==> src/rtl/id_ex_fwd_reg_pkg.sv <==
// Shared CPU definitions for the ID/EX boundary: operand-forwarding select
// encodings, register specifier width and the registered EX control bundle.
package id_ex_fwd_reg_pkg;

  localparam int DEF_REG_ADDR_WIDTH = 5;

  localparam logic [1:0] FWD_REG   = 2'b00;
  localparam logic [1:0] FWD_EXMEM = 2'b01;
  localparam logic [1:0] FWD_MEMWB = 2'b10;

  typedef struct packed {
    logic                          valid;
    logic                          reg_write;
    logic                          mem_read;
    logic [DEF_REG_ADDR_WIDTH-1:0] rd;
  } id_ex_ctrl_t;

endpackage

==> src/rtl/id_ex_fwd_reg_fwd_sel_gen.sv <==
// Forwarding select for one EX operand, evaluated from the ID-stage source
// against the producers that will sit in MEM and WB next cycle.
module fwd_sel_gen
  import id_ex_fwd_reg_pkg::*;
#(
  parameter int REG_ADDR_WIDTH = DEF_REG_ADDR_WIDTH
) (
  input  logic [REG_ADDR_WIDTH-1:0] i_rs,
  input  logic                      i_ex_valid,
  input  logic                      i_ex_reg_write,
  input  logic                      i_ex_mem_read,
  input  logic [REG_ADDR_WIDTH-1:0] i_ex_rd,
  input  logic                      i_mem_reg_write,
  input  logic [REG_ADDR_WIDTH-1:0] i_mem_rd,
  output logic [1:0]                o_sel
);

  logic w_rs_nz;
  logic w_ex_hit;
  logic w_mem_hit;

  // A load in EX cannot forward from EX/MEM; that case is the load-use bubble.
  assign w_rs_nz   = (i_rs != '0);
  assign w_ex_hit  = i_ex_valid & i_ex_reg_write & ~i_ex_mem_read &
                     (i_ex_rd == i_rs) & w_rs_nz;
  assign w_mem_hit = i_mem_reg_write & (i_mem_rd == i_rs) & w_rs_nz;

  always_comb begin
    o_sel = FWD_REG;
    if (w_ex_hit) begin
      o_sel = FWD_EXMEM;
    end else if (w_mem_hit) begin
      o_sel = FWD_MEMWB;
    end
  end

endmodule

==> src/rtl/id_ex_fwd_reg.sv <==
// ID/EX pipeline register with registered forwarding selects, load-use
// bubble insertion, downstream hold and branch flush.
module id_ex_fwd_reg
  import id_ex_fwd_reg_pkg::*;
#(
  parameter int DATA_WIDTH     = 32,
  parameter int REG_ADDR_WIDTH = DEF_REG_ADDR_WIDTH
) (
  input  logic                      clk,
  input  logic                      rst,
  input  logic                      stall_in,
  input  logic                      flush,
  input  logic                      id_valid,
  input  logic [DATA_WIDTH-1:0]     id_pc,
  input  logic [REG_ADDR_WIDTH-1:0] id_rs1,
  input  logic [REG_ADDR_WIDTH-1:0] id_rs2,
  input  logic [REG_ADDR_WIDTH-1:0] id_rd,
  input  logic [DATA_WIDTH-1:0]     id_rs1_data,
  input  logic [DATA_WIDTH-1:0]     id_rs2_data,
  input  logic [DATA_WIDTH-1:0]     id_imm,
  input  logic                      id_reg_write,
  input  logic                      id_mem_read,
  input  logic [REG_ADDR_WIDTH-1:0] mem_rd,
  input  logic                      mem_reg_write,
  output logic                      hazard_stall,
  output logic                      ex_valid,
  output logic [DATA_WIDTH-1:0]     ex_pc,
  output logic [DATA_WIDTH-1:0]     ex_rs1_data,
  output logic [DATA_WIDTH-1:0]     ex_rs2_data,
  output logic [DATA_WIDTH-1:0]     ex_imm,
  output logic [REG_ADDR_WIDTH-1:0] ex_rd,
  output logic                      ex_reg_write,
  output logic                      ex_mem_read,
  output logic [1:0]                fwd_a_sel,
  output logic [1:0]                fwd_b_sel
);

  id_ex_ctrl_t           r_ctrl;
  logic [DATA_WIDTH-1:0] r_pc;
  logic [DATA_WIDTH-1:0] r_rs1_data;
  logic [DATA_WIDTH-1:0] r_rs2_data;
  logic [DATA_WIDTH-1:0] r_imm;
  logic [1:0]            r_fwd_a;
  logic [1:0]            r_fwd_b;

  logic [1:0]            w_sel_a;
  logic [1:0]            w_sel_b;
  logic                  w_load_use;

  fwd_sel_gen #(.REG_ADDR_WIDTH(REG_ADDR_WIDTH)) u_sel_a (
    .i_rs            (id_rs1),
    .i_ex_valid      (r_ctrl.valid),
    .i_ex_reg_write  (r_ctrl.reg_write),
    .i_ex_mem_read   (r_ctrl.mem_read),
    .i_ex_rd         (r_ctrl.rd),
    .i_mem_reg_write (mem_reg_write),
    .i_mem_rd        (mem_rd),
    .o_sel           (w_sel_a)
  );

  fwd_sel_gen #(.REG_ADDR_WIDTH(REG_ADDR_WIDTH)) u_sel_b (
    .i_rs            (id_rs2),
    .i_ex_valid      (r_ctrl.valid),
    .i_ex_reg_write  (r_ctrl.reg_write),
    .i_ex_mem_read   (r_ctrl.mem_read),
    .i_ex_rd         (r_ctrl.rd),
    .i_mem_reg_write (mem_reg_write),
    .i_mem_rd        (mem_rd),
    .o_sel           (w_sel_b)
  );

  // Handshake: ID advances only when hazard_stall=0 and stall_in=0; stall_in
  // freezes this stage; hazard_stall holds ID while EX takes a bubble.
  assign w_load_use   = id_valid & r_ctrl.valid & r_ctrl.mem_read &
                        (r_ctrl.rd != '0) &
                        ((r_ctrl.rd == id_rs1) | (r_ctrl.rd == id_rs2));
  assign hazard_stall = w_load_use & ~flush;

  always_ff @(posedge clk) begin
    if (rst) begin
      r_ctrl     <= '0;
      r_pc       <= '0;
      r_rs1_data <= '0;
      r_rs2_data <= '0;
      r_imm      <= '0;
      r_fwd_a    <= FWD_REG;
      r_fwd_b    <= FWD_REG;
    end else if (flush || (!stall_in && w_load_use)) begin
      // Bubble: only control is cleared, data fields keep stale values.
      r_ctrl.valid     <= 1'b0;
      r_ctrl.reg_write <= 1'b0;
      r_ctrl.mem_read  <= 1'b0;
      r_fwd_a          <= FWD_REG;
      r_fwd_b          <= FWD_REG;
    end else if (!stall_in) begin
      r_ctrl.valid     <= id_valid;
      r_ctrl.reg_write <= id_reg_write & id_valid;
      r_ctrl.mem_read  <= id_mem_read & id_valid;
      r_ctrl.rd        <= id_rd;
      r_pc             <= id_pc;
      r_rs1_data       <= id_rs1_data;
      r_rs2_data       <= id_rs2_data;
      r_imm            <= id_imm;
      r_fwd_a          <= w_sel_a;
      r_fwd_b          <= w_sel_b;
    end
  end

  assign ex_valid     = r_ctrl.valid;
  assign ex_reg_write = r_ctrl.reg_write;
  assign ex_mem_read  = r_ctrl.mem_read;
  assign ex_rd        = r_ctrl.rd;
  assign ex_pc        = r_pc;
  assign ex_rs1_data  = r_rs1_data;
  assign ex_rs2_data  = r_rs2_data;
  assign ex_imm       = r_imm;
  assign fwd_a_sel    = r_fwd_a;
  assign fwd_b_sel    = r_fwd_b;

endmodule

==> config.mk <==
export PLATFORM = sky130hd
export DESIGN_NAME = id_ex_fwd_reg
export DESIGN_NICKNAME = d
export VERILOG_FILES = /design/src/rtl/id_ex_fwd_reg_pkg.sv /design/src/rtl/id_ex_fwd_reg_fwd_sel_gen.sv /design/src/rtl/id_ex_fwd_reg.sv
export SDC_FILE = /design/constraint.sdc
export NUM_CORES = 1
export LEC_CHECK = 0
export CAP_MARGIN = 30
export CORE_ASPECT_RATIO = 1.5
export CORE_UTILIZATION = 42
export DETAILED_ROUTE_END_ITERATION = 10
export PLACE_DENSITY = 0.87
export SETUP_SLACK_MARGIN = 0.2
export SYNTH_ARGS = -nofsm -noshare
export SYNTH_HDL_FRONTEND = slang
export SYNTH_HIERARCHICAL = 1
export SYNTH_SLANG_ARGS = --single-unit
==> constraint.sdc <==
create_clock -name clk -period 1.8 [get_ports clk]
set_input_delay 0.36 -clock clk [delete_from_list [all_inputs] [get_ports clk]]
set_output_delay 0.36 -clock clk [all_outputs]
set_load 0.02 [all_outputs]
==> results.toml, run 1 <==
[run_status]
outcome = "finished with violations"
violations = "negative setup slack"

[critical_path]
cp.buffers_inverters = 9
worstSetupPathType = "flip-flop to flip-flop"
r2r-end = "ex_pc[13]$_SDFFE_PP0P_"
r2r.worst_path.cells = 14
r2r_slack_ns = -0.54
cp_cell_sequence = "buf_6 > buf_6 > xnor2_4 > nand3_2 > o22ai_4 > buf_6 > buf_6 > buf_6 > buf_12 > buf_6 > buf_8 > buf_16 > mux2i_1 > nand2_1"
startpoint = "ex_rd[0]$_SDFFE_PP0P_"
crit_arrival_ns = 2.64
slowest_stage = "dfxtp_4"
worstSetupPathDepth = 14
critPathMaxFanout = 7
reg2reg_from = "ex_rd[0]$_SDFFE_PP0P_"
max_stage_delay_ns = 0.34
critPathCaptureType = "flip-flop"
crit_required_ns = 2.10
crit_path_end = "ex_pc[13]$_SDFFE_PP0P_"
cp_common_cell = "buf_6"
crit_family = "buffers and inverters"
cp-start-kind = "flip-flop"

[global_routing]
grt_pass1_wl_um = 54980
grt_max_degree = 61
grt_pass1_vias = 10230
antenna_found_initial = 0
overflow = 0
track_usage_pct = 32.49

[routing]
wirelength_um = 36640
drt-initial-drc-count = 769
first_pass_iters = 7
post-route-drc-count = 0
vias = 10110
avgRoutedWirePerCell_um = 22.49
ant_nets = 0
avgViaCountPerCell = 6.209

[pwr]
internal-power_mw = 6.969
leakagePower_nw = 5.898
vdd_drop_max_v = 0.0007333
power_density_nw_per_um2 = 673.6
clkPwrFrac_pct = 35.0
swShare_pct = 29.81
p_comb_share_pct = 29.0
p_sw_mw = 2.960
pwr-share-seq_pct = 36.0

[place]
dp_hpwl_um = 19100
port_buffers = 296
place_congestion = 0.9320

[yosys]
synth_ff_type = "dfxtp_1"
synthCells = 1004
ys_async_sr_fraction_pct = 0
synth_fp_nets = 1160
synth_enable_flop_cells = 0
yosysSeqAreaShare_pct = 31.39
syn_avg_cell_area_um2 = 8.892
synth-seq-cells = 140
ys_types = 31
syn_area_um2 = 8927
synth_warnings = 6

[layout]
antenna_cells = 0
seqCellArea_um2 = 2816
fillers = 1499
syn2layout_area_growth_pct = 65.12
multi_input_area_um2 = 5934
fin_nets = 1506
drive_gt1_share_pct = 20.06

[clocking]
clock_path_buffers = 2
cts_tree = "yes"
clk_latency_ns = 0.43
cts_inserted_buffers = 17
root_buffer = "clkbuf_16"
clk_pin_slew_ns = 0.06
cts_max_level = 4
clock-sinks = 140

[floorplan]
die_h_um = 180.6
core_um2 = 20900
initial_core_util_pct = 42.71
die_area_um2 = 21860
io_pins = 297
rows = 65
die_x_um = 121.0

[timing]
holdWs_ns = 0.4817
slew_violations = 0
min_period_over_period_pct = 129.8
slew_headroom_pct = 54.40
finClkSkew_ns = 0.009870
hold_viol_final = 0
fin_ws_ns = -0.5358
min_period_ns = 2.336
setup_violations = 137
rsz0062_at_grt = "true"
tightest_slew_ns = 0.6825
tns_ns = -57.04
fmax_ghz = 0.4281

[hold_path]
min_path_type = "flip-flop to flip-flop"

[flow_run]
drv_cap = 0
[area by class of cell]
cell class | instances | share of cell area, %
Clock buffer | 21 | 3.192
Clock inverter | 9 | 0.6451
Inverter | 2 | 0.06791
Multi-Input combinational cell | 740 | 40.26
Sequential cell | 140 | 19.11
Tap cell | 268 | 2.275
Timing Repair Buffer | 449 | 34.45
[tightest hold or removal path, cell delays in order (launching register included)]
cell,delay [ns]
dfxtp_1,0.31
nand3_1,0.08
o21ai_1,0.06
[registers in the layout, summed over array words and instances (netlist names)]
signal,cells
ex_reg_write,1
ex_imm,32
ex_rd,5
ex_rs1_data,32
fwd_a_sel,2
ex_mem_read,1
ex_pc,32
fwd_b_sel,2
ex_valid,1
ex_rs2_data,32
[repair_timing]
item | CTS | global route
endpoints found under the setup margin | 281 | 150
resized for setup | 269 | 40
hold buffers | 0 | 0
gates cloned | 31 | 0
pin swaps | 17 | 18
setup buffers | 30 | 10
[per-stage QoR]
step	cell area (um^2)	utilization [%]	setup WS (ns)	power, mW	instances
detailed placement	12660	60.57	-0.8022	6.131	1528
CTS	14530	69.51	-0.5068	9.823	1619
floorplan	9124	-	-0.1874	4.867	1004
global route	14740	70.52	-0.5798	10.26	1629
global placement	12660	60.57	-0.7567	6.082	1528
finish	14740	70.52	-0.5358	9.928	1629
[how the worst min path moves through the flow]
stage / startpoint / end / depth (start not counted)
after floorplan: id_mem_read / ex_mem_read$_SDFFE_PP0N_ / 1
after global placement: fwd_b_sel[1]$_SDFFE_PP0N_ / fwd_b_sel[1]$_SDFFE_PP0N_ / 2
after detailed placement: fwd_b_sel[1]$_SDFFE_PP0N_ / fwd_b_sel[1]$_SDFFE_PP0N_ / 2
after CTS: fwd_b_sel[1]$_SDFFE_PP0N_ / fwd_b_sel[1]$_SDFFE_PP0N_ / 2
after global routing: fwd_b_sel[1]$_SDFFE_PP0N_ / fwd_b_sel[1]$_SDFFE_PP0N_ / 2
final: fwd_b_sel[0]$_SDFFE_PP0N_ / fwd_b_sel[0]$_SDFFE_PP0N_ / 2
[power by group through the flow]
stage	clock network (mW)	logic [mW]	registers, mW
6_report	3.47	2.88	3.57
5_1_grt	3.65	3.01	3.60
4_1_cts	3.51	2.76	3.55
3_5_place_dp	0	2.50	3.63
3_3_place_gp	0	2.47	3.61
2_1_floorplan	0	0.925	3.94
[cell families after synthesis]
group	count (synthesis)	share of synthesized area [%]
AO/OA/AOI/OAI	143	13.82
XOR/XNOR	30	2.943
flip-flops	140	31.39
AND/OR/NAND/NOR	434	30.54
multiplexers	133	14.91
buffers and inverters	124	6.391
[cells in the mapped netlist (3+ instances only)]
library cell | number | area share, %
buf_4 | 4 | 0.34
nand2_1 | 137 | 5.8
or4_1 | 3 | 0.25
nand4_1 | 4 | 0.28
nand3_1 | 6 | 0.34
buf_2 | 36 | 2.0
mux2i_1 | 133 | 15
clkbuf_1 | 72 | 3.0
dfxtp_1 | 140 | 31
nand3b_1 | 5 | 0.42
buf_6 | 6 | 0.76
a32oi_1 | 133 | 13
and3_1 | 6 | 0.42
nor3b_1 | 261 | 22
xnor2_1 | 30 | 2.9
buf_1 | 4 | 0.17
o21ai_1 | 5 | 0.28
[cell usage in the layout, fill, tap and decap left out, types with 6 or more instances in the layout]
master,n
buf_16,31
clkdlybuf4s50_1,146
nor3b_1,230
clkinv_2,7
bufbuf_16,6
mux2i_1,122
buf_6,27
clkbuf_16,17
a32oi_1,133
buf_4,65
buf_12,21
and3_1,6
dlygate4sd2_1,132
nor3b_2,31
nand2_1,136
dfxtp_1,135
mux2i_2,7
xnor2_2,6
xnor2_1,23
[metal layers]
layer	routed length [um]	vias to the layer above	global-route usage, %
li1	-	4491	-
met1	13700	4905	35.77
met2	18120	548	54.40
met3	2532	170	7.437
met4	2286	0	22.91
met5	0	-	0
Note: power is estimated with default switching activity, not from simulation.
==> run 2, diff against run 1 <==
--- a/config.mk
+++ b/config.mk
@@ -7,8 +7,10 @@
 export LEC_CHECK = 0
 export CAP_MARGIN = 30
 export CORE_ASPECT_RATIO = 1.5
+export CORE_MARGIN = 2
 export CORE_UTILIZATION = 42
 export DETAILED_ROUTE_END_ITERATION = 10
+export GPL_TIMING_DRIVEN = 0
 export PLACE_DENSITY = 0.87
 export SETUP_SLACK_MARGIN = 0.2
 export SYNTH_ARGS = -nofsm -noshare
==> run 2 against run 1 <==
  * The run still ends with negative setup slack left
  * Non-clock buffer count down 14
  * Highest routed layer unchanged
  * Maximum frequency fell by 4.2%
  * Largest power group unchanged
  * Cell count fell by 0.74%
  * Clock-buffer cell count fell by 2
  * Clock skew rose by 0.0017 ns
  * Global-route usage decreased by 5.0 points
==> results.toml, run 2 (synthesized netlist as in run 1, its figures left out) <==
[run_status]
outcome = "finished with violations"
violations = "negative setup slack"

[clocking]
clock_path_buffers = 2
root_buffer = "clkbuf_16"
cts_inserted_buffers = 17
cts_tree = "yes"
clk_latency_ns = 0.43
postCtsHoldBufs = 0
cts_max_level = 4
clock-sinks = 140
clk_pin_slew_ns = 0.06

[timing]
rsz0062_at_grt = "true"
hold_viol_final = 0
min_period_ns = 2.439
tightest_slew_ns = 0.8422
slew_violations = 0
finClkSkew_ns = 0.01154
holdWs_ns = 0.4635
slew_headroom_pct = 43.85
fin_ws_ns = -0.6392
min_period_over_period_pct = 135.5
fmax_ghz = 0.4100
setup_violations = 134

[global_routing]
grt_max_degree = 17
antenna_found_initial = 0
grt_pass1_vias = 9441
grt_pass1_wl_um = 49270
track_usage_pct = 27.46
overflow = 0

[pwr]
leakagePower_nw = 5.188
vdd_drop_max_v = 0.0005292
power_density_nw_per_um2 = 712.0

[place]
port_buffers = 295
placed_cells_incl_taps = 1567
place_congestion = 0.8420
pre_cts_slack_ns = -1.432
dp_hpwl_um = 22530

[layout]
mostFrequentLayoutCells = "clkdlybuf4s50_1, nor3b_1, nand2_1"
syn2layout_area_growth_pct = 51.37
fillers = 1703
final_cells = 1617
drive_gt1_share_pct = 13.57
antenna_cells = 0
final_common_cell = "clkdlybuf4s50_1"
fin_nets = 1492

[floorplan]
initial_core_util_pct = 42.55
die_area_um2 = 22460
core_um2 = 20980
die_h_um = 182.6
rows = 65
io_pins = 297
die_x_um = 123.0

[routing]
post-route-drc-count = 0
ant_nets = 0
drt-initial-drc-count = 698
wirelength_um = 32760
first_pass_iters = 5
vias = 9768
avgRoutedWirePerCell_um = 20.26
avgViaCountPerCell = 6.041

[critical_path]
cp.buffers_inverters = 4
r2r.worst_path.cells = 9
cp_cell_sequence = "or4_4 > o21ai_2 > buf_6 > buf_12 > inv_4 > and2_4 > nor2b_4 > buf_6"
crit_family = "simple AND/OR/NAND/NOR gates"
crit_arrival_ns = 2.08
crit_required_ns = 1.44
max_stage_delay_ns = 0.53
cp-start-kind = "flip-flop"
r2r_slack_ns = -0.32
r2r-end = "ex_rs1_data[7]$_SDFFE_PP0P_"
critPathMaxFanout = 4
slowest_stage = "or4_4"
worstSetupPathType = "flip-flop to primary output"
critPathCaptureType = "primary output"
cp_common_cell = "buf_6"
reg2reg_from = "ex_rd[4]$_SDFFE_PP0P_"

[hold_path]
hold_start = "fwd_b_sel[1]$_SDFFE_PP0N_"
min_path_type = "flip-flop to flip-flop"
hold_path_end = "fwd_b_sel[1]$_SDFFE_PP0N_"
min_delay_path_depth = 2

[flow_run]
drv_cap = 0
[run 2: routing by layer]
metal  GRT usage, %  share of wire, %  up-vias
li1               -                 -     4463
met1          30.15                37     4758
met2          49.10                51      454
met3          6.594               7.4       93
met4          12.32               4.1        0
met5              0                 0        -
[run 2: final cells by class]
type                            instances  area, um^2  area share (%)
Clock buffer                           19       442.9           3.278
Clock inverter                         13       138.9           1.028
Timing Repair Buffer                  313        3144           23.27
Tap cell                              268       335.3           2.481
Buffer                                122       819.5           6.065
Inverter                                2       10.01         0.07407
Sequential cell                       140        2814           20.82
Multi-Input combinational cell        740        5808           42.98
[run 2: per-stage QoR]
step / area (um^2) / power (mW) / utilization, % / TNS, ns
6_report: 13510 / 9.621 / 64.40 / -27.97
5_1_grt: 13510 / 9.951 / 64.40 / -36.20
4_1_cts: 13180 / 9.582 / 62.83 / -31.06
3_5_place_dp: 12410 / 6.049 / 59.15 / -145.06
3_3_place_gp: 12410 / 6.008 / 59.15 / -136.94
2_1_floorplan: 9124 / 4.867 / - / -0.1874
[run 2: repair_timing]
action | in CTS | in global routing
gates resized for setup | 109 | 85
gates cloned | 0 | 1
endpoints found under the setup margin | 281 | 255
pin swaps | 7 | 8
buffers inserted | 11 | 6
[run 2: worst max-delay path by stage]
stage | start | to | slack [ns] | depth (start not counted)
floorplan | ex_rd[4]$_SDFFE_PP0P_ | hazard_stall | -0.19 | 7
global placement | id_rs1[0] | hazard_stall | -1.44 | 9
detailed placement | id_rs1[0] | hazard_stall | -1.43 | 9
CTS | ex_rd[0]$_SDFFE_PP0P_ | hazard_stall | -0.69 | 8
global route | ex_rd[4]$_SDFFE_PP0P_ | hazard_stall | -0.69 | 9
finish | ex_rd[4]$_SDFFE_PP0P_ | hazard_stall | -0.64 | 8
[run 2: worst min-delay path, stage by stage (launching register included)]
cell and delay (ns):
dfxtp_1 0.31, nand3_1 0.06, o21ai_1 0.06
[run 2: power by group]
group          internal, mW  switching, mW
Combinational          1.24           1.23
Sequential             3.37          0.224
Clock                  2.08           1.48
Total                  6.69           2.93
